`config.mk`:
```
export PLATFORM = sky130hd
export DESIGN_NAME = hazard_unit
export DESIGN_NICKNAME = d
export VERILOG_FILES = /design/src/rtl/hazard_pkg.sv /design/src/rtl/hazard_decode.sv /design/src/rtl/hazard_unit.sv
export SDC_FILE = /design/constraint.sdc
export NUM_CORES = 1
export LEC_CHECK = 0
export CAP_MARGIN = 20
export CORE_MARGIN = 2
export CORE_UTILIZATION = 45
export CTS_CLUSTER_DIAMETER = 30
export DETAILED_ROUTE_END_ITERATION = 8
export GPL_TIMING_DRIVEN = 1
export PLACE_DENSITY_LB_ADDON = 0.12
export SETUP_SLACK_MARGIN = 0.3
export SLEW_MARGIN = 20
export SYNTH_ARGS = -nofsm -noshare
export SYNTH_HDL_FRONTEND = slang
export SYNTH_SLANG_ARGS = --single-unit
```
`constraint.sdc`:
```
create_clock -name clk -period 2.4 [get_ports clk]
set_clock_uncertainty 0.2 [all_clocks]
set_input_delay 0.48 -clock clk [delete_from_list [all_inputs] [get_ports clk]]
set_output_delay 0.48 -clock clk [all_outputs]
set_load 0.03 [all_outputs]
```
`src/rtl/hazard_pkg.sv`:
```
// Shared definitions for the pipeline hazard controller: instruction fields,
// opcodes, forward-select encodings and the shadow scoreboard entry.
package hazard_pkg;

  localparam int INSTR_W       = 19;
  localparam int REG_BITS      = 3;

  localparam int OP_MSB        = 18;
  localparam int OP_LSB        = 16;
  localparam int ARITH_IMM_BIT = 17;
  localparam int MEM_ST_BIT    = 14;
  localparam int RD_MSB        = 13;
  localparam int RD_LSB        = 11;
  localparam int RS_MSB        = 10;
  localparam int RS_LSB        = 8;
  localparam int RT_MSB        = 7;
  localparam int RT_LSB        = 5;

  localparam logic [2:0] OP_ARITH  = 3'b000;
  localparam logic [2:0] OP_MEM    = 3'b100;
  localparam logic [2:0] OP_BRANCH = 3'b101;
  localparam logic [2:0] OP_SHIFT  = 3'b110;
  localparam logic [2:0] OP_JUMP   = 3'b111;

  localparam logic [1:0] FWD_RF    = 2'b00;
  localparam logic [1:0] FWD_EXMEM = 2'b01;
  localparam logic [1:0] FWD_MEMWB = 2'b10;

  typedef struct packed {
    logic                valid;
    logic [REG_BITS-1:0] rd;
    logic                we;
    logic                is_load;
    logic [REG_BITS-1:0] rs;
    logic [REG_BITS-1:0] rt;
  } shadow_t;

  // A load sitting in MEM has no result yet, so it can only forward from WB.
  function automatic logic [1:0] fwd_sel(input logic [REG_BITS-1:0] src,
                                         input shadow_t mem_e,
                                         input shadow_t wb_e);
    logic [1:0] sel;
    sel = FWD_RF;
    if (src == {REG_BITS{1'b0}}) begin
      sel = FWD_RF;
    end else if (mem_e.valid && mem_e.we && !mem_e.is_load && (mem_e.rd == src)) begin
      sel = FWD_EXMEM;
    end else if (wb_e.valid && wb_e.we && (wb_e.rd == src)) begin
      sel = FWD_MEMWB;
    end else begin
      sel = FWD_RF;
    end
    return sel;
  endfunction

endpackage

```
`src/rtl/hazard_decode.sv`:
```
// Combinational ID-stage decode: which registers the instruction writes and reads.
// Unread sources and unwritten destinations come out as r0 so they never match.
module hazard_decode
  import hazard_pkg::*;
(
  input  logic [INSTR_W-1:0]  instr,
  output logic                we,
  output logic                is_load,
  output logic                reads_rs,
  output logic                reads_rt,
  output logic [REG_BITS-1:0] rd,
  output logic [REG_BITS-1:0] rs,
  output logic [REG_BITS-1:0] rt
);

  logic [2:0]          op_s;
  logic [REG_BITS-1:0] rd_f_s;
  logic [REG_BITS-1:0] rs_f_s;
  logic [REG_BITS-1:0] rt_f_s;
  logic                is_store_s;
  logic                unused_bits_s;

  assign op_s          = instr[OP_MSB:OP_LSB];
  assign rd_f_s        = instr[RD_MSB:RD_LSB];
  assign rs_f_s        = instr[RS_MSB:RS_LSB];
  assign rt_f_s        = instr[RT_MSB:RT_LSB];
  assign unused_bits_s = ^{instr[15], instr[4:0]};

  // Opcode class to read/write flags; a store's data register travels on the rt path.
  always_comb begin
    we         = 1'b0;
    is_load    = 1'b0;
    reads_rs   = 1'b0;
    reads_rt   = 1'b0;
    is_store_s = 1'b0;
    if (op_s[2] == OP_ARITH[2]) begin
      we       = 1'b1;
      reads_rs = 1'b1;
      reads_rt = ~instr[ARITH_IMM_BIT];
    end else begin
      case (op_s)
        OP_MEM: begin
          reads_rs = 1'b1;
          if (instr[MEM_ST_BIT]) begin
            reads_rt   = 1'b1;
            is_store_s = 1'b1;
          end else begin
            we      = 1'b1;
            is_load = 1'b1;
          end
        end
        OP_SHIFT: begin
          we       = 1'b1;
          reads_rs = 1'b1;
        end
        OP_BRANCH, OP_JUMP: we = 1'b0;
        default:            we = 1'b0;
      endcase
    end
  end

  // Field selection, zeroed when the field is not actually used.
  always_comb begin
    rd = {REG_BITS{1'b0}};
    rs = {REG_BITS{1'b0}};
    rt = {REG_BITS{1'b0}};
    if (we) begin
      rd = rd_f_s;
    end else begin
      rd = {REG_BITS{1'b0}};
    end
    if (reads_rs) begin
      rs = rs_f_s;
    end else begin
      rs = {REG_BITS{1'b0}};
    end
    if (reads_rt) begin
      rt = is_store_s ? rd_f_s : rt_f_s;
    end else begin
      rt = {REG_BITS{1'b0}};
    end
  end

endmodule

```
`src/rtl/hazard_unit.sv`:
```
// Pipeline hazard controller: shadow scoreboard of EX/MEM/WB destinations,
// load-use stall, redirect flush, memory freeze and EX operand forwarding.
module hazard_unit
  import hazard_pkg::*;
#(
  parameter int REG_W = 3,
  parameter int CNT_W = 16
)(
  input  logic               clk,
  input  logic               reset,
  input  logic [18:0]        id_instr,
  input  logic               id_valid,
  input  logic               ex_redirect,
  input  logic               mem_busy,
  output logic               stall_pc,
  output logic               stall_ifid,
  output logic               bubble_idex,
  output logic               flush_ifid,
  output logic               flush_idex,
  output logic               freeze,
  output logic [1:0]         fwd_a,
  output logic [1:0]         fwd_b,
  output logic [CNT_W-1:0]   stall_count
);

  logic             id_we_s;
  logic             id_is_load_s;
  logic             id_reads_rs_s;
  logic             id_reads_rt_s;
  logic [REG_W-1:0] id_rd_s;
  logic [REG_W-1:0] id_rs_s;
  logic [REG_W-1:0] id_rt_s;
  shadow_t          id_entry_s;
  shadow_t          ex_r;
  shadow_t          mem_r;
  shadow_t          wb_r;
  logic             load_use_s;
  logic             count_stall_s;
  logic [CNT_W-1:0] stall_count_r;

  hazard_decode u_decode (
    .instr    (id_instr),
    .we       (id_we_s),
    .is_load  (id_is_load_s),
    .reads_rs (id_reads_rs_s),
    .reads_rt (id_reads_rt_s),
    .rd       (id_rd_s),
    .rs       (id_rs_s),
    .rt       (id_rt_s)
  );

  assign id_entry_s = '{valid: id_valid, rd: id_rd_s, we: id_we_s, is_load: id_is_load_s,
                        rs: id_rs_s, rt: id_rt_s};

  assign load_use_s = ex_r.valid && ex_r.is_load && (ex_r.rd != {REG_W{1'b0}}) && id_valid &&
                      ((id_reads_rs_s && (id_rs_s == ex_r.rd)) ||
                       (id_reads_rt_s && (id_rt_s == ex_r.rd)));

  // Freeze overrides redirect, and redirect overrides a load-use stall.
  assign count_stall_s = load_use_s && !mem_busy && !ex_redirect;

  // Strobe and forward-select generation, all quiet while reset is held.
  always_comb begin
    stall_pc    = 1'b0;
    stall_ifid  = 1'b0;
    bubble_idex = 1'b0;
    flush_ifid  = 1'b0;
    flush_idex  = 1'b0;
    freeze      = 1'b0;
    fwd_a       = FWD_RF;
    fwd_b       = FWD_RF;
    if (!reset) begin
      freeze = 1'b0;
    end else begin
      fwd_a = fwd_sel(ex_r.rs, mem_r, wb_r);
      fwd_b = fwd_sel(ex_r.rt, mem_r, wb_r);
      if (mem_busy) begin
        freeze     = 1'b1;
        stall_pc   = 1'b1;
        stall_ifid = 1'b1;
      end else if (ex_redirect) begin
        flush_ifid = 1'b1;
        flush_idex = 1'b1;
      end else if (load_use_s) begin
        stall_pc    = 1'b1;
        stall_ifid  = 1'b1;
        bubble_idex = 1'b1;
      end else begin
        freeze = 1'b0;
      end
    end
  end

  // Shadow scoreboard advance; a bubble or flush injects an empty EX entry.
  always_ff @(posedge clk or negedge reset) begin
    if (!reset) begin
      ex_r  <= '0;
      mem_r <= '0;
      wb_r  <= '0;
    end else if (mem_busy) begin
      ex_r  <= ex_r;
      mem_r <= mem_r;
      wb_r  <= wb_r;
    end else begin
      wb_r  <= mem_r;
      mem_r <= ex_r;
      if (ex_redirect || load_use_s || !id_valid) begin
        ex_r <= '0;
      end else begin
        ex_r <= id_entry_s;
      end
    end
  end

  // Saturating count of load-use stall cycles.
  always_ff @(posedge clk or negedge reset) begin
    if (!reset) begin
      stall_count_r <= {CNT_W{1'b0}};
    end else if (count_stall_s && (stall_count_r != {CNT_W{1'b1}})) begin
      stall_count_r <= stall_count_r + CNT_W'(1);
    end else begin
      stall_count_r <= stall_count_r;
    end
  end

  assign stall_count = stall_count_r;

endmodule

```
==> flow_summary.json <==
{
  "status": "finished, violations left",
  "violations": "negative setup slack",
  "placed_cell_area_mm2": 0.00287,
  "cellPowerDensity_mw_per_mm2": 395,
  "synth.avg_cell_area_um2": 10.8,
  "fmax_mhz": 353,
  "pin_count": 50,
  "dieWidth_um": 73.7,
  "rows": 25,
  "antenna_found_initial": 0,
  "totalWireLength_mm": 6.04,
  "setup_slack_ns": -0.433,
  "leakagePower_uw": 0.00196,
  "cts_tree": "built",
  "async_flop_share": 1.00,
  "cap_violations": 0,
  "grt_max_degree": 30,
  "hold_path_class": "in2async",
  "clk_latency_ns": 0.29,
  "hold_viol": 0,
  "regArea_um2": 982,
  "irDropWorstVdd_v": 0.000250,
  "worst_slew_pin_slew_ns": 0.684,
  "fin_total_pwr_uw": 1400,
  "drtAntennaViolNets": 0,
  "final_cell_mix": "49 x buf_4, 34 x dfrtp_1, 17 x xor2_1",
  "first_iter_violations": 85,
  "cp_max_fo": 4,
  "design.core.area_mm2": 0.00469,
  "critPathRequiredTime_ns": 1.72,
  "synthSimpleGateAreaFrac": 0.224,
  "clockBufferDepth": 2,
  "cts_sinks": 39,
  "diodes": 0,
  "viasPerCell": 5.39,
  "syn_nets": 228,
  "dp_hpwl_mm": 3.86,
  "post_drt_wl_per_cell_um": 16.9,
  "arrival_ns": 2.15,
  "n_fill_cell": 313,
  "synth_top_family_by_area": "simple AND/OR/NAND/NOR gates",
  "multiInputGateArea_mm2": 0.00143,
  "start_kind": "flip-flop",
  "synth_xor_area_frac": 0.120,
  "cts_root_buf": "clkbuf_8",
  "slew_headroom": 0.543,
  "track_usage": 0.233,
  "layout_commonest_cell": "buf_4",
  "crit_path_end_kind": "primary output",
  "synth_edf_count": 0,
  "start_util": 0.466,
  "finalCritPeriodShare": 1.18,
  "design_area_mm2": 0.00355,
  "io_buffers": 43,
  "grt_pass1_wl_mm": 9.40,
  "finish.utilization": 0.756,
  "syn_inst": 203,
  "drive_above_1_share": 0.432,
  "synth-adder-area-share": 0.00572,
  "vias": 1925,
  "htree_levels": 2,
  "ys_seq_area_frac": 0.446,
  "gp_congestion": 0.861,
  "synthFlopType": "dfrtp_1",
  "ys_seq_elements": 39,
  "ys_warn_count": 0,
  "yosysUniqueCellTypes": 44,
  "path_clk_slew_ns": 0.08,
  "grt-ovfl-total": 0,
  "die_y_um": 73.7,
  "cts_made_buffers": 5,
  "detail_route.first_pass.iterations": 6,
  "rsz0062_at_grt": "yes",
  "grt_pass1_vias": 1872,
  "die-area_mm2": 0.00543,
  "layout_min_cycle_time_ns": 2.83,
  "dpl_worst_slack_ns": -1.00,
  "syn2layout_area_growth_pct": 62.3,
  "synth_area_mm2": 0.00219,
  "holdWs_ns": 0.000424,
  "synth.area.mux_share": 0.0670,
  "crit_type": "reg2out",
  "synth_compound_area_frac": 0.106,
  "drc": 0,
  "setup_viol": 24,
  "drv_slew": 0,
  "nets": 327
}
## report_power, final
group | internal, uW | switching [uW]
registers | 681 | 25.1
clock network | 204 | 222
logic | 144 | 125
total | 1030 | 373
## state kept, by name, indices dropped and copies added (netlist names)
name	flops
stall_count	16
ex_r	12
mem_r	6
wb_r	5
## worst max-delay path, cell delays in order (launching register included)
cell      delay (ns)
dfrtp_1         0.43
or3_4           0.38
nand4_1         0.14
a211oi_1        0.07
buf_4           0.14
a31oi_4         0.18
nor2_1          0.06
o21a_2          0.21
buf_6           0.12
buf_6           0.13
## per-stage QoR
step / instances / setup TNS, ns
6_report: 357 / -2.76
5_1_grt: 357 / -4.80
4_1_cts: 350 / -4.60
3_5_place_dp: 325 / -14.31
3_3_place_gp: 325 / -13.79
2_1_floorplan: 203 / -0.777
## cell type report
type                    count  area share
inverters                   1     0.00106
multi-input cells         153       0.402
clock buffers               7      0.0215
clock inverters             1     0.00141
well taps                  54      0.0190
flip-flops and latches     39       0.277
repair buffers            102       0.278
## kinds of logic (layout without fill, tap and decap cells)
logic type,count (synthesis),in the layout
AND/OR/NAND/NOR,83,83
flip-flops,39,39
XOR/XNOR,30,30
AO/OA/AOI/OAI,26,26
multiplexers,13,13
buffers and inverters,11,111
adder cells (fa/ha/maj),1,1
## synth_stat cells, drive strengths merged (2+ instances only)
| master | n | area share |
|---|---|---|
| dfrtp | 39 | 0.45 |
| nand2b | 2 | 0.0057 |
| a32o | 3 | 0.014 |
| nor2 | 13 | 0.022 |
| xor2 | 22 | 0.088 |
| a21oi | 4 | 0.0092 |
| nand2 | 15 | 0.026 |
| nor4b | 2 | 0.0080 |
| nor4 | 12 | 0.050 |
| a31oi | 3 | 0.015 |
| mux2 | 13 | 0.067 |
| nor2b | 3 | 0.0086 |
| a21o | 2 | 0.0069 |
| xnor2 | 8 | 0.032 |
| and3 | 4 | 0.012 |
| nand4 | 6 | 0.017 |
| buf | 7 | 0.023 |
| clkbuf | 3 | 0.0052 |
| o311a | 2 | 0.0092 |
| nor3 | 6 | 0.014 |
| nand3 | 10 | 0.023 |
| a22o | 7 | 0.029 |
| nand3b | 3 | 0.010 |
| o21ai | 2 | 0.0046 |
## path summary, 6_finish.rpt
path / slack (ns) / from / cells past startpoint / end
setup / recovery: -0.43 / ex_r[9] / 9 / stall_pc
hold / removal: 0.0004 / reset / 2 / wb_r[9]
setup reg to reg: -0.12 / ex_r[9] / 9 / ex_r[5]
hold reg to reg: 0.29 / ex_r[7] / 1 / ex_r[7]
max in group asynchronous: 0.83 / reset / 3 / stall_count[7]
min in group clk: 0.29 / ex_r[7] / 1 / ex_r[7]
## timing repair
item / CTS / global route
endpoints found under the hold margin: 15 / 0
resized for setup: 73 / 29
setup endpoints to repair: 44 / 45
pin swaps: 40 / 16
setup buffers: 14 / 7
hold buffers: 1 / 0
cloned: 2 / 0
## routing by layer
| layer | routed length (um) | part of all wire | up-vias | global-route usage |
|---|---|---|---|---|
| met3 | 180 | 0.030 | 7 | 0.0412 |
| met2 | 2930 | 0.48 | 32 | 0.352 |
| met4 | 84 | 0.014 | 0 | 0.0687 |
| met1 | 2850 | 0.47 | 952 | 0.341 |
| met5 | 0 | 0 | - | 0 |
| li1 | - | - | 934 | - |
Power figures use the tool's default switching activity.
